$ cat config.mk
export PLATFORM = sky130hd
export DESIGN_NAME = uart_tx_arbiter_flat
export DESIGN_NICKNAME = d
export VERILOG_FILES = /design/src/rtl/uart_tx_arbiter_if.sv /design/src/rtl/uart_tx_arbiter.sv /design/src/flat_wrapper.sv
export SDC_FILE = /design/constraint.sdc
export NUM_CORES = 1
export LEC_CHECK = 0
export ABC_AREA = 0
export ABC_CLOCK_PERIOD_IN_PS = 3850
export CELL_PAD_IN_SITES_DETAIL_PLACEMENT = 2
export CELL_PAD_IN_SITES_GLOBAL_PLACEMENT = 2
export CORE_MARGIN = 4
export CORE_UTILIZATION = 35
export CTS_CLUSTER_SIZE = 16
export DETAILED_ROUTE_END_ITERATION = 10
export HOLD_SLACK_MARGIN = 0.08
export PLACE_DENSITY = 0.95
export SYNTH_ARGS = -nofsm -noshare
export SYNTH_HDL_FRONTEND = slang
export SYNTH_SLANG_ARGS = --single-unit
$ cat constraint.sdc
create_clock -name clk_i -period 3.85 [get_ports clk_i]
set_clock_uncertainty 0.05 [all_clocks]
set_input_delay 0.77 -clock clk_i [delete_from_list [all_inputs] [get_ports clk_i]]
set_output_delay 0.77 -clock clk_i [all_outputs]
set_load 0.005 [all_outputs]
$ cat src/rtl/uart_tx_arbiter_if.sv
// rtl/uart_tx_arbiter_if.sv - requester and uart_tx handshake bundle for uart_tx_arbiter
interface uart_tx_arbiter_if;
    logic [7:0] req0_data_i;
    logic       req0_valid_i;
    logic       req0_ready_o;
    logic [7:0] req1_data_i;
    logic       req1_valid_i;
    logic       req1_ready_o;
    logic [7:0] tx_data_o;
    logic       tx_ready_o;
    logic       tx_valid_i;
    logic       grant_o;
    logic       busy_o;
    logic       timeout_o;

    modport slave (
        input  req0_data_i, req0_valid_i, req1_data_i, req1_valid_i, tx_valid_i,
        output req0_ready_o, req1_ready_o, tx_data_o, tx_ready_o, grant_o, busy_o, timeout_o
    );

    modport master (
        output req0_data_i, req0_valid_i, req1_data_i, req1_valid_i, tx_valid_i,
        input  req0_ready_o, req1_ready_o, tx_data_o, tx_ready_o, grant_o, busy_o, timeout_o
    );
endinterface

$ cat src/rtl/uart_tx_arbiter.sv
// rtl/uart_tx_arbiter.sv - two-requester round-robin arbiter feeding one uart_tx
module uart_tx_arbiter #(
    parameter int GAP_CYC     = 2,
    parameter int TIMEOUT_CYC = 125000
) (
    input logic               clk_i,
    input logic               nreset_i,
    uart_tx_arbiter_if.slave  bus
);
    typedef enum logic [1:0] {IDLE, SEND, GAP} state_t;

    localparam logic [19:0] TO_LAST  = 20'(TIMEOUT_CYC - 1);
    localparam logic [7:0]  GAP_LAST = 8'(GAP_CYC - 1);

    state_t      state_q, state_d;
    logic [19:0] cnt_q, cnt_d;
    logic [7:0]  gap_q, gap_d;
    logic [7:0]  tx_data_q, tx_data_d;
    logic        grant_q, grant_d;
    logic        last_q, last_d;
    logic        take0, take1, timeout;

    always_ff @(posedge clk_i or negedge nreset_i) begin
        if (!nreset_i) begin
            state_q   <= IDLE;
            cnt_q     <= '0;
            gap_q     <= '0;
            tx_data_q <= 8'h00;
            grant_q   <= 1'b0;
            last_q    <= 1'b1;
        end else begin
            state_q   <= state_d;
            cnt_q     <= cnt_d;
            gap_q     <= gap_d;
            tx_data_q <= tx_data_d;
            grant_q   <= grant_d;
            last_q    <= last_d;
        end
    end

    always_comb begin
        state_d   = state_q;
        cnt_d     = cnt_q;
        gap_d     = gap_q;
        tx_data_d = tx_data_q;
        grant_d   = grant_q;
        last_d    = last_q;
        take0     = 1'b0;
        take1     = 1'b0;
        timeout   = 1'b0;
        case (state_q)
            IDLE: begin
                // On contention the requester that did not own the last frame wins.
                take0 = bus.req0_valid_i && (!bus.req1_valid_i || last_q);
                take1 = bus.req1_valid_i && (!bus.req0_valid_i || !last_q);
                if (take0 || take1) begin
                    tx_data_d = take0 ? bus.req0_data_i : bus.req1_data_i;
                    grant_d   = take1;
                    last_d    = take1;
                    cnt_d     = '0;
                    state_d   = SEND;
                end
            end
            SEND: begin
                // Completion takes priority over a timeout landing on the same cycle.
                if (bus.tx_valid_i) begin
                    cnt_d   = '0;
                    gap_d   = '0;
                    state_d = GAP;
                end else if (cnt_q == TO_LAST) begin
                    timeout = 1'b1;
                    cnt_d   = '0;
                    gap_d   = '0;
                    state_d = GAP;
                end else begin
                    cnt_d = cnt_q + 20'd1;
                end
            end
            GAP: begin
                if (gap_q == GAP_LAST) begin
                    gap_d   = '0;
                    state_d = IDLE;
                end else begin
                    gap_d = gap_q + 8'd1;
                end
            end
            default: state_d = IDLE;
        endcase
    end

    assign bus.req0_ready_o = take0;
    assign bus.req1_ready_o = take1;
    assign bus.tx_data_o    = tx_data_q;
    assign bus.tx_ready_o   = (state_q == SEND);
    assign bus.grant_o      = grant_q;
    assign bus.busy_o       = (state_q != IDLE);
    assign bus.timeout_o    = timeout;
endmodule

$ cat src/flat_wrapper.sv
// flat-port wrapper written by rule: the top's interface ports become plain ports
module uart_tx_arbiter_flat 
#(
    parameter int GAP_CYC     = 2,
    parameter int TIMEOUT_CYC = 125000
)
  (clk_i, nreset_i, bus_req0_data_i, bus_req0_valid_i, bus_req1_data_i, bus_req1_valid_i, bus_tx_valid_i, bus_req0_ready_o, bus_req1_ready_o, bus_tx_data_o, bus_tx_ready_o, bus_grant_o, bus_busy_o, bus_timeout_o);
  uart_tx_arbiter_if bus_i ();
  input logic clk_i;
  input logic nreset_i;
  input wire logic [$bits(bus_i.req0_data_i)-1:0] bus_req0_data_i;
  input wire logic [$bits(bus_i.req0_valid_i)-1:0] bus_req0_valid_i;
  input wire logic [$bits(bus_i.req1_data_i)-1:0] bus_req1_data_i;
  input wire logic [$bits(bus_i.req1_valid_i)-1:0] bus_req1_valid_i;
  input wire logic [$bits(bus_i.tx_valid_i)-1:0] bus_tx_valid_i;
  output wire logic [$bits(bus_i.req0_ready_o)-1:0] bus_req0_ready_o;
  output wire logic [$bits(bus_i.req1_ready_o)-1:0] bus_req1_ready_o;
  output wire logic [$bits(bus_i.tx_data_o)-1:0] bus_tx_data_o;
  output wire logic [$bits(bus_i.tx_ready_o)-1:0] bus_tx_ready_o;
  output wire logic [$bits(bus_i.grant_o)-1:0] bus_grant_o;
  output wire logic [$bits(bus_i.busy_o)-1:0] bus_busy_o;
  output wire logic [$bits(bus_i.timeout_o)-1:0] bus_timeout_o;
  assign bus_i.req0_data_i = bus_req0_data_i;
  assign bus_i.req0_valid_i = bus_req0_valid_i;
  assign bus_i.req1_data_i = bus_req1_data_i;
  assign bus_i.req1_valid_i = bus_req1_valid_i;
  assign bus_i.tx_valid_i = bus_tx_valid_i;
  assign bus_req0_ready_o = bus_i.req0_ready_o;
  assign bus_req1_ready_o = bus_i.req1_ready_o;
  assign bus_tx_data_o = bus_i.tx_data_o;
  assign bus_tx_ready_o = bus_i.tx_ready_o;
  assign bus_grant_o = bus_i.grant_o;
  assign bus_busy_o = bus_i.busy_o;
  assign bus_timeout_o = bus_i.timeout_o;
  uart_tx_arbiter #(.GAP_CYC(GAP_CYC), .TIMEOUT_CYC(TIMEOUT_CYC)) u_core (.clk_i(clk_i), .nreset_i(nreset_i), .bus(bus_i));
endmodule
==> flow_metrics.py <==
metrics = {
    "route": {
        "drcViolationCount": 0,
        "first_iter_violations": 112,
        "vias": 1993,
        "post_drt_via_cell_ratio": 5.827,
        "drtAntennaViolNets": 0,
        "drt-total-wl_mm": 6.816,
        "first_pass_iters": 5,
        "wl_per_cell_um": 19.93,
    },
    "placement": {
        "dp.final_hpwl_mm": 4.755,
        "gp_congestion": 0.7831,
        "placed_cells": 334,
        "port_buffers": 34,
    },
    "worst_setup_path": {
        "path_delay_family": "simple AND/OR/NAND/NOR gates",
        "cp.buffers_inverters": 1,
        "crit_end": "bus_timeout_o",
        "r2r_slack_ns": 1.55,
        "rr_endpoint": "u_core.cnt_q[19]",
        "worstPathRequired_ns": 3.03,
        "arrival_ns": 2.51,
        "reg2regPathDepth": 6,
        "r2r_start": "u_core.cnt_q[9]",
        "crit_start": "u_core.cnt_q[9]",
        "criticalPathCategory": "reg2out",
        "path_cells": "or4b_4 -> nor4_4 -> nand2_1 -> nor2_1 -> clkdlybuf4s50_1",
        "slowest_stage": "or4b_4",
        "cpPeakStageDelay_ns": 0.56,
        "cp_num_cells": 5,
        "start_kind": "flip-flop",
        "end_kind": "output port",
        "critPathMaxFanout": 5,
    },
    "clock_network": {
        "clk-insertion-delay-late_ns": 0.31,
        "ctsHoldBuffers": 0,
        "cts_resized": 0,
        "cts_buffers": 5,
        "cts.sinks": 40,
        "cts.path.max_buffers": 2,
        "cts_tree": "built",
        "clk_pin_slew_ns": 0.09,
        "postCtsSetupBuffers": 0,
        "htree_levels": 2,
        "clk_root_buffer_cell": "clkbuf_8",
    },
    "min_path": {
        "min_path_type": "reg2reg",
        "hp-start": "u_core.bus.grant_o",
    },
    "run_status": {
        "outcome": "finished, final reports clean",
    },
    "layout": {
        "area_growth_pct": 24.06,
        "layout-drive-gt1-share_pct": 7.865,
        "utilization_pct": 44.67,
        "nets": 290,
        "n_fill_cell": 652,
        "layout_common_cells": "39 x dfrtp_1, 33 x nand2_1, 33 x clkdlybuf4s50_1, 17 x a21oi_1, 15 x a31oi_1",
        "multiInputGateArea_um2": 1069,
        "insertedDiodeCount": 0,
        "fin_cells": 342,
        "seq_area_um2": 1002,
        "final_common_cell": "dfrtp_1",
    },
    "synthesis": {
        "synth_warnings": 0,
        "syn_area_um2": 2132,
        "synth_fp_nets": 253,
        "synthFlopType": "dfrtp_1",
        "ys_types": 42,
        "async_reset_ff_share_pct": 100.0,
        "syn_avg_cell_area_um2": 9.310,
        "synth_edf_count": 0,
        "ys_seq_elements": 40,
        "synthCells": 229,
        "seq_area_frac_synth_pct": 47.01,
    },
    "global_routing": {
        "grt_pass1_wl_mm": 11.22,
        "grt_pass1_vias": 2143,
        "grt_start_max_net_pins": 41,
        "track_usage_pct": 19.14,
        "gr-total-overflow": 0,
        "antenna_found_initial": 0,
    },
    "sta": {
        "timing.hold.ws_ns": 0.4358,
        "finalCritPeriodShare_pct": 86.52,
        "period_needed_ns": 3.331,
        "slew-limit-headroom_pct": 34.42,
        "setup_viol": 0,
        "final_hold_viol_count": 0,
        "maxSlewViolCount": 0,
        "fmax_mhz": 300.2,
        "rsz0062_at_grt": "no",
        "fin_tns_setup_ns": 0,
        "tightest_slew_ns": 0.9772,
    },
    "pwr": {
        "power.leakage_nw": 1.147,
        "seqPwrFrac_pct": 40.1,
        "ir_drop_uv": 218.8,
        "p_sw_mw": 0.5391,
        "clock_power_share_pct": 21.7,
        "p_sw_share_pct": 37.48,
        "pwr-share-comb_pct": 38.2,
        "p_int_mw": 0.8992,
        "power.density_nw_per_um2": 543.8,
    },
    "floorplanning": {
        "core_um2": 5921,
        "start_util_pct": 36.01,
        "io_pins": 35,
        "die_width_um": 86.05,
        "dieArea_um2": 7405,
        "rows": 28,
        "dieHeight_um": 86.05,
    },
    "flow_run": {
        "maxCapViolCount": 0,
    },
}
-- per-layer routing --
metal	GRT usage (%)	routed length (µm)	share of wire, %
met5	0	0	0
met4	3.741	71	1.0
met3	4.227	278	4.1
met2	34.83	3564	52
met1	23.10	2902	43
-- how the worst min path moves through the flow --
| stage | slack [ns] | depth (start not counted) | endpoint |
|---|---|---|---|
| after detailed placement | 0.42 | 2 | u_core.bus.grant_o |
| after global routing | 0.48 | 2 | u_core.bus.tx_data_o[3] |
| after CTS | 0.44 | 2 | u_core.bus.grant_o |
| after global placement | 0.41 | 2 | u_core.bus.tx_data_o[2] |
| after floorplan | 0.39 | 1 | u_core.cnt_q[19] |
| final | 0.44 | 2 | u_core.bus.grant_o |
-- power groups by stage --
| stage | Sequential [mW] | Clock (mW) | Combinational, mW |
|---|---|---|---|
| 4_1_cts | 0.578 | 0.320 | 0.558 |
| 3_5_place_dp | 0.583 | 0 | 0.545 |
| 6_report | 0.577 | 0.313 | 0.549 |
| 5_1_grt | 0.588 | 0.334 | 0.613 |
| 3_3_place_gp | 0.568 | 0 | 0.511 |
| 2_1_floorplan | 0.566 | 0 | 0.279 |
-- area by class of cell --
type / count / area share, %
well taps: 75 / 3.548
clock buffers: 6 / 3.122
inverters: 7 / 0.9934
multi-input cells: 175 / 40.40
flip-flops and latches: 40 / 37.89
repair buffers: 37 / 13.53
clock inverters: 2 / 0.5203
-- through the flow --
| step | area (µm²) | total power, mW | worst slack, ns |
|---|---|---|---|
| 2_1_floorplan | 2132 | 0.8457 | 1.367 |
| 3_3_place_gp | 2549 | 1.079 | 0.8020 |
| 3_5_place_dp | 2549 | 1.128 | 0.7010 |
| 4_1_cts | 2645 | 1.455 | 0.5234 |
| 5_1_grt | 2645 | 1.535 | 0.4192 |
| 6_report | 2645 | 1.438 | 0.5188 |
-- cells by family after synthesis --
| family | after synthesis | synth area share [%] |
|---|---|---|
| AND/OR/NAND/NOR | 90 | 22.42 |
| AO/OA/AOI/OAI | 71 | 20.89 |
| flip-flops | 40 | 47.01 |
| buffers and inverters | 14 | 2.875 |
| multiplexers | 9 | 4.226 |
| adder cells (fa/ha/maj) | 3 | 1.761 |
| XOR/XNOR | 2 | 0.8217 |
-- cell usage after synthesis (2+ instances only) --
master | number | area share (%)
a21oi_1 | 17 | 4.0
xor2_1 | 2 | 0.82
clkbuf_1 | 4 | 0.70
nor2_1 | 10 | 1.8
inv_1 | 7 | 1.2
nand2_1 | 33 | 5.8
nor2b_1 | 2 | 0.59
nand4_1 | 2 | 0.59
o21ai_1 | 12 | 2.8
nand2b_1 | 5 | 1.5
nor3_1 | 2 | 0.47
o21ai_0 | 9 | 2.1
a22o_1 | 3 | 1.2
dfrtp_1 | 39 | 46
a41oi_1 | 7 | 2.9
a31oi_1 | 15 | 4.4
or3_1 | 3 | 0.88
mux2i_1 | 9 | 4.2
or4b_1 | 2 | 0.94
ha_1 | 3 | 1.8
nand3_1 | 12 | 2.8
or2_2 | 2 | 0.59
and2_1 | 2 | 0.59
and3_1 | 9 | 2.6
-- state kept, by name, indices dropped and copies added, names as in the netlist --
| register | cells |
|---|---|
| u_core.cnt_q | 20 |
| u_core.bus.tx_data_o | 8 |
| u_core.bus.grant_o | 1 |
| u_core.gap_q | 8 |
| u_core.state_q | 2 |
| u_core.last_q | 1 |
-- tightest hold or removal path, cell delays in order, from the launching register on --
cell	delay (ns)
dfrtp_1	0.35
nand2_1	0.05
nand2_1	0.05
Note: power is estimated with default switching activity, not from simulation.
